==> config.mk <==
export PLATFORM = sky130hd
export DESIGN_NAME = cpu_boot_loader
export DESIGN_NICKNAME = d
export VERILOG_FILES = /design/src/rtl/cpu_boot_pkg.sv /design/src/rtl/cpu_boot_loader_sat_counter.sv /design/src/rtl/cpu_boot_loader.sv
export SDC_FILE = /design/constraint.sdc
export NUM_CORES = 1
export LEC_CHECK = 0
export ABC_AREA = 1
export CAP_MARGIN = 0
export CORE_ASPECT_RATIO = 0.5
export CORE_MARGIN = 4
export CORE_UTILIZATION = 40
export CTS_BUF_LIST = sky130_fd_sc_hd__clkbuf_4 sky130_fd_sc_hd__clkbuf_8 sky130_fd_sc_hd__clkbuf_16
export DETAILED_ROUTE_END_ITERATION = 16
export PLACE_DENSITY = 0.75
export SYNTH_ARGS = -nofsm -noshare
export SYNTH_HDL_FRONTEND = slang
export SYNTH_SLANG_ARGS = --single-unit
==> constraint.sdc <==
create_clock -name clk_i -period 1.6 [get_ports clk_i]
set_input_delay 0.32 -clock clk_i [delete_from_list [all_inputs] [get_ports clk_i]]
set_output_delay 0.32 -clock clk_i [all_outputs]
set_load 0.02 [all_outputs]
==> src/rtl/cpu_boot_pkg.sv <==
// Shared types and constants for the CPU boot loader.
// Holds the loader state encoding and the default run length.
package cpu_boot_pkg;

    localparam int unsigned INSTR_W            = 32;
    localparam int unsigned CYC_W              = 16;
    localparam int unsigned DEFAULT_RUN_CYCLES = 25;

    typedef enum logic [1:0] {
        StLoad,
        StFlush,
        StRun,
        StDone
    } boot_state_e;

endpackage

==> src/rtl/cpu_boot_loader_sat_counter.sv <==
// Up-counter with enable and synchronous clear.
// Holds at all-ones instead of wrapping.
module sat_counter #(
    parameter int unsigned WIDTH = 8
) (
    input  logic             i_clk,
    input  logic             i_clr,
    input  logic             i_en,
    output logic [WIDTH-1:0] o_cnt
);

    logic [WIDTH-1:0] r_cnt;

    always_ff @(posedge i_clk) begin
        if (i_clr) begin
            r_cnt <= '0;
        end else if (i_en && (r_cnt != '1)) begin
            r_cnt <= r_cnt + WIDTH'(1);
        end
    end

    assign o_cnt = r_cnt;

endmodule

==> src/rtl/cpu_boot_loader.sv <==
// Streams a program into instruction memory with the CPU held in reset,
// then releases the CPU for a fixed number of cycles and flags completion.
module cpu_boot_loader
    import cpu_boot_pkg::*;
#(
    parameter int unsigned ADDR_W     = 5,
    parameter int unsigned RUN_CYCLES = DEFAULT_RUN_CYCLES
) (
    input  logic               clk_i,
    input  logic               rst_i,
    input  logic [INSTR_W-1:0] wdata_i,
    input  logic               wvalid_i,
    input  logic               wlast_i,
    output logic               wready_o,
    output logic               im_we_o,
    output logic [ADDR_W-1:0]  im_addr_o,
    output logic [INSTR_W-1:0] im_wdata_o,
    output logic               cpu_rst_n_o,
    output logic               busy_o,
    output logic               done_o,
    output logic               ovf_o,
    output logic [ADDR_W:0]    word_cnt_o,
    output logic [CYC_W-1:0]   cyc_cnt_o
);

    localparam logic [CYC_W-1:0] CYC_LAST = CYC_W'(RUN_CYCLES - 1);

    boot_state_e        r_state;
    boot_state_e        w_state_next;
    logic               r_we;
    logic [ADDR_W-1:0]  r_addr;
    logic [INSTR_W-1:0] r_wdata;
    logic               r_cpu_rst_n;
    logic               r_ovf;
    logic               w_hs;
    logic               w_full;
    logic               w_cyc_en;
    logic               w_cyc_last;
    logic [ADDR_W:0]    w_word_cnt;
    logic [CYC_W-1:0]   w_cyc_cnt;

    // Masked by rst_i so the reset cycle never advertises readiness.
    assign wready_o   = (r_state == StLoad) && !rst_i;
    assign w_hs       = wvalid_i && wready_o;
    assign w_full     = (w_word_cnt[ADDR_W-1:0] == {ADDR_W{1'b1}});
    // Cycles are counted only once the CPU has actually left reset.
    assign w_cyc_en   = (r_state == StRun) && r_cpu_rst_n;
    assign w_cyc_last = w_cyc_en && (w_cyc_cnt == CYC_LAST);

    always_comb begin
        w_state_next = r_state;
        unique case (r_state)
            StLoad:  if (w_hs && (wlast_i || w_full)) w_state_next = StFlush;
            StFlush: w_state_next = StRun;
            StRun:   if (w_cyc_last) w_state_next = StDone;
            StDone:  w_state_next = StDone;
        endcase
    end

    always_ff @(posedge clk_i) begin
        if (rst_i) begin
            r_state <= StLoad;
        end else begin
            r_state <= w_state_next;
        end
    end

    always_ff @(posedge clk_i) begin
        if (rst_i) begin
            r_we        <= 1'b0;
            r_addr      <= '0;
            r_wdata     <= '0;
            r_ovf       <= 1'b0;
            r_cpu_rst_n <= 1'b0;
        end else begin
            r_we        <= w_hs;
            r_cpu_rst_n <= (r_state == StRun) || (r_state == StDone);
            if (w_hs) begin
                r_addr  <= w_word_cnt[ADDR_W-1:0];
                r_wdata <= wdata_i;
                if (w_full && !wlast_i) begin
                    r_ovf <= 1'b1;
                end
            end
        end
    end

    sat_counter #(
        .WIDTH (ADDR_W + 1)
    ) u_word_cnt (
        .i_clk (clk_i),
        .i_clr (rst_i),
        .i_en  (w_hs),
        .o_cnt (w_word_cnt)
    );

    sat_counter #(
        .WIDTH (CYC_W)
    ) u_cyc_cnt (
        .i_clk (clk_i),
        .i_clr (rst_i),
        .i_en  (w_cyc_en),
        .o_cnt (w_cyc_cnt)
    );

    assign im_we_o     = r_we;
    assign im_addr_o   = r_addr;
    assign im_wdata_o  = r_wdata;
    assign cpu_rst_n_o = r_cpu_rst_n;
    assign busy_o      = (r_state == StRun) && r_cpu_rst_n;
    assign done_o      = (r_state == StDone);
    assign ovf_o       = r_ovf;
    assign word_cnt_o  = w_word_cnt;
    assign cyc_cnt_o   = w_cyc_cnt;

endmodule
==> impl_metrics.tcl, run 1 <==
set metrics [dict create \
    first_pass_iters 4 \
    clk_pin_slew_ns 0.05 \
    critPathMaxFanout 2 \
    syn_area_mm2 0.00279 \
    drt_iter0_markers 108 \
    grt_pass1_vias 2558 \
    max-vdd-ir-drop_uv 541 \
    num_rows 21 \
    cap_violations 0 \
    fp.coreArea_mm2 0.00673 \
    cts_buffers 9 \
    leakagePower_nw 2.25 \
    outcome "completed" \
    drc_errors 0 \
    synth_cells 379 \
    ant_nets 0 \
    globalRouteTotalUtil 0.172 \
    critPathBufInv 1 \
    ios 101 \
    cts.sinks 64 \
    cts_setup_buffers 0 \
    start_kind "register" \
    htreeDepth 3 \
    worstMarginPinSlew_ns 0.353 \
    place.gp.congestion 0.875 \
    pwr-share-clk 0.469 \
    path_class "register to primary output" \
    ys.flop_type "dfxtp_1" \
    grt_max_degree 33 \
    fin_crit_ns 1.58 \
    drt-wirelength-per-cell_um 12.3 \
    grt_pass1_wl_um 11700 \
    hold_violations 0 \
    antenna_found_initial 0 \
    numPortBuffers 100 \
    hold_slack_ns 0.458 \
    start_util 0.414 \
    cp_data_arrival_time_ns 1.26 \
    die_y_um 67.0 \
    ys_seq_area_frac 0.460 \
    area_growth_pct 55.1 \
    ys_seq_elements 64 \
    worstSetupEndpointType "primary output" \
    seq_power_share 0.409 \
    detailed_place_hpwl_um 5070 \
    crit_required_ns 1.28 \
    cellPowerDensity_mw_per_mm2 964 \
    cts_buffer_depth 2 \
    crit_chain "clkdlybuf4s50_1" \
    ys_warn_count 0 \
    synth-edff-count 0 \
    rsz0062_at_grt "false" \
    period_share 0.985 \
    final_nets 531 \
    drive_above_1_share 0.125 \
    final.setup_skew_ns 0.00411 \
    syn_nets 419 \
    switching_share 0.235 \
    synth_cell_type_count 28 \
    p_int_w 0.00319 \
    power.share.combinational 0.122 \
    p_sw_w 0.000981 \
    cts-root-buf "clkbuf_16" \
    die-area_mm2 0.00845 \
    crit_family "buffers and inverters" \
    antenna_cells 0 \
    cts_tree "yes" \
    relSlewSlack 0.764 \
    finish.instance_area_mm2 0.00432 \
    vias 2754 \
    wirelength_um 7230 \
    maxClockFrequency_mhz 634 \
    setup_viol 0 \
    clkLatencyLatePin_ns 0.32 \
    crit_slowest_cell "clkdlybuf4s50_1" \
    async_flop_share 0 \
    grt_overflow 0 \
    syn_area_per_cell_um2 7.35 \
    slowest_delay_ns 0.62 \
    placed_cell_area_mm2 0.00395 \
    avgViaCountPerCell 4.68 \
    hold_path_class "register to register" \
    die_x_um 126 \
    slew_viol_final 0 \
]
==> cells in the mapped netlist, types with 6 or more instances <==
| cell | number | area, µm² |
|---|---|---|
| dfxtp_1 | 64 | 1280 |
| nand4_1 | 6 | 37.5 |
| nor2_1 | 38 | 143 |
| clkbuf_1 | 6 | 22.5 |
| a21oi_1 | 47 | 235 |
| nand3_1 | 14 | 70.1 |
| xor2_1 | 6 | 52.6 |
| a21oi_2 | 8 | 70.1 |
| nand2_1 | 122 | 458 |
| inv_1 | 25 | 93.8 |
| buf_2 | 8 | 40.0 |
| o21ai_0 | 8 | 40.0 |
==> cells by family (layout without fill, tap and decap cells) <==
| kind of cell | Yosys count | in the layout | share of synthesized area |
|---|---|---|---|
| AND/OR/NAND/NOR | 192 | 193 | 0.292 |
| AO/OA/AOI/OAI | 67 | 67 | 0.134 |
| flip-flops | 64 | 64 | 0.460 |
| buffers and inverters | 44 | 160 | 0.0709 |
| XOR/XNOR | 8 | 8 | 0.0251 |
| adder cells (fa/ha/maj) | 4 | 4 | 0.0180 |
==> what timing repair did <==
item / in CTS / in global routing
cloned: 0 / 1
hold buffers: 0 / 0
resized for setup: 39 / 38
setup endpoints to repair: 33 / 43
pin swaps: 0 / 1
==> area by class of cell <==
| class | instances | area (µm²) |
|---|---|---|
| clock buffers | 11 | 253 |
| clock inverters | 5 | 55.1 |
| fillers | 605 | 2400 |
| inverters | 26 | 97.6 |
| multi-input cells | 272 | 1340 |
| flip-flops and latches | 64 | 1290 |
| well taps | 92 | 115 |
| repair buffers | 118 | 1180 |
==> power by group through the flow <==
stage | clock, W | sequential (W) | combinational (W)
floorplan | 0 | 0.00181 | 0.000176
global placement | 0 | 0.00174 | 0.000529
detailed placement | 0 | 0.00174 | 0.000531
CTS | 0.00200 | 0.00170 | 0.000521
global route | 0.00207 | 0.00172 | 0.000554
finish | 0.00195 | 0.00171 | 0.000509
==> layout by cell type (no fill, tap or decap), types with 4 or more instances in the layout <==
cell type        instances
nand2_1                122
dfxtp_1                 60
a21oi_1                 47
nor2_1                  38
clkdlybuf4s50_1         36
dlygate4sd2_1           31
dlymetal6s2s_1          30
inv_1                   23
buf_4                   16
nand3_1                 13
clkbuf_16                9
a21oi_2                  8
o21ai_0                  8
nand4_1                  6
xor2_1                   6
nor2_4                   4
ha_1                     4
dfxtp_2                  4
==> final timing paths <==
kind / from / end / slack, ns / cells past startpoint
hold / removal: im_wdata_o[29]$_SDFFE_PP0P_ / im_wdata_o[29]$_SDFFE_PP0P_ / 0.46 / 2
setup reg to reg: u_word_cnt.o_cnt[1]$_SDFFE_PP0P_ / u_word_cnt.o_cnt[1]$_SDFFE_PP0P_ / 0.10 / 6
hold reg to reg: im_wdata_o[29]$_SDFFE_PP0P_ / im_wdata_o[29]$_SDFFE_PP0P_ / 0.46 / 2
setup / recovery: im_wdata_o[5]$_SDFFE_PP0P_ / im_wdata_o[5] / 0.02 / 1
==> flip-flops by register name, summed over array words and instances, names as in the netlist <==
register and count:
cpu_rst_n_o 1, im_addr_o 5, im_wdata_o 32, im_we_o 1, ovf_o 1, r_state 2, u_cyc_cnt.o_cnt 16, u_word_cnt.o_cnt 6
==> metrics by stage <==
| stage | setup TNS, ns | setup slack, ns | utilization | std cells | power, W |
|---|---|---|---|---|---|
| after floorplan | 0 | 0.0787 | - | 379 | 0.00199 |
| after global placement | -0.0671 | -0.0671 | 0.587 | 571 | 0.00226 |
| after detailed placement | -0.0888 | -0.0681 | 0.587 | 571 | 0.00227 |
| after CTS | 0 | 0.000106 | 0.628 | 587 | 0.00423 |
| after global routing | 0 | 0.000293 | 0.643 | 588 | 0.00434 |
| final | 0 | 0.0233 | 0.643 | 588 | 0.00417 |
==> per-layer routing <==
metal  vias to the layer above  wire length, µm  track usage
met5                         -                0            0
met4                         0               65       0.0481
met3                         7              376       0.0560
met2                        65             3480        0.300
met1                      1245             3300        0.207
li1                       1437                -            -
Note: power is estimated with default switching activity, not from simulation.
==> run 2, diff against run 1 <==
Settings changed: CTS_CLUSTER_SIZE set to 16.
==> results of run 2 <==
No change in the layout: final DEF, timing and power equal those of run 1.
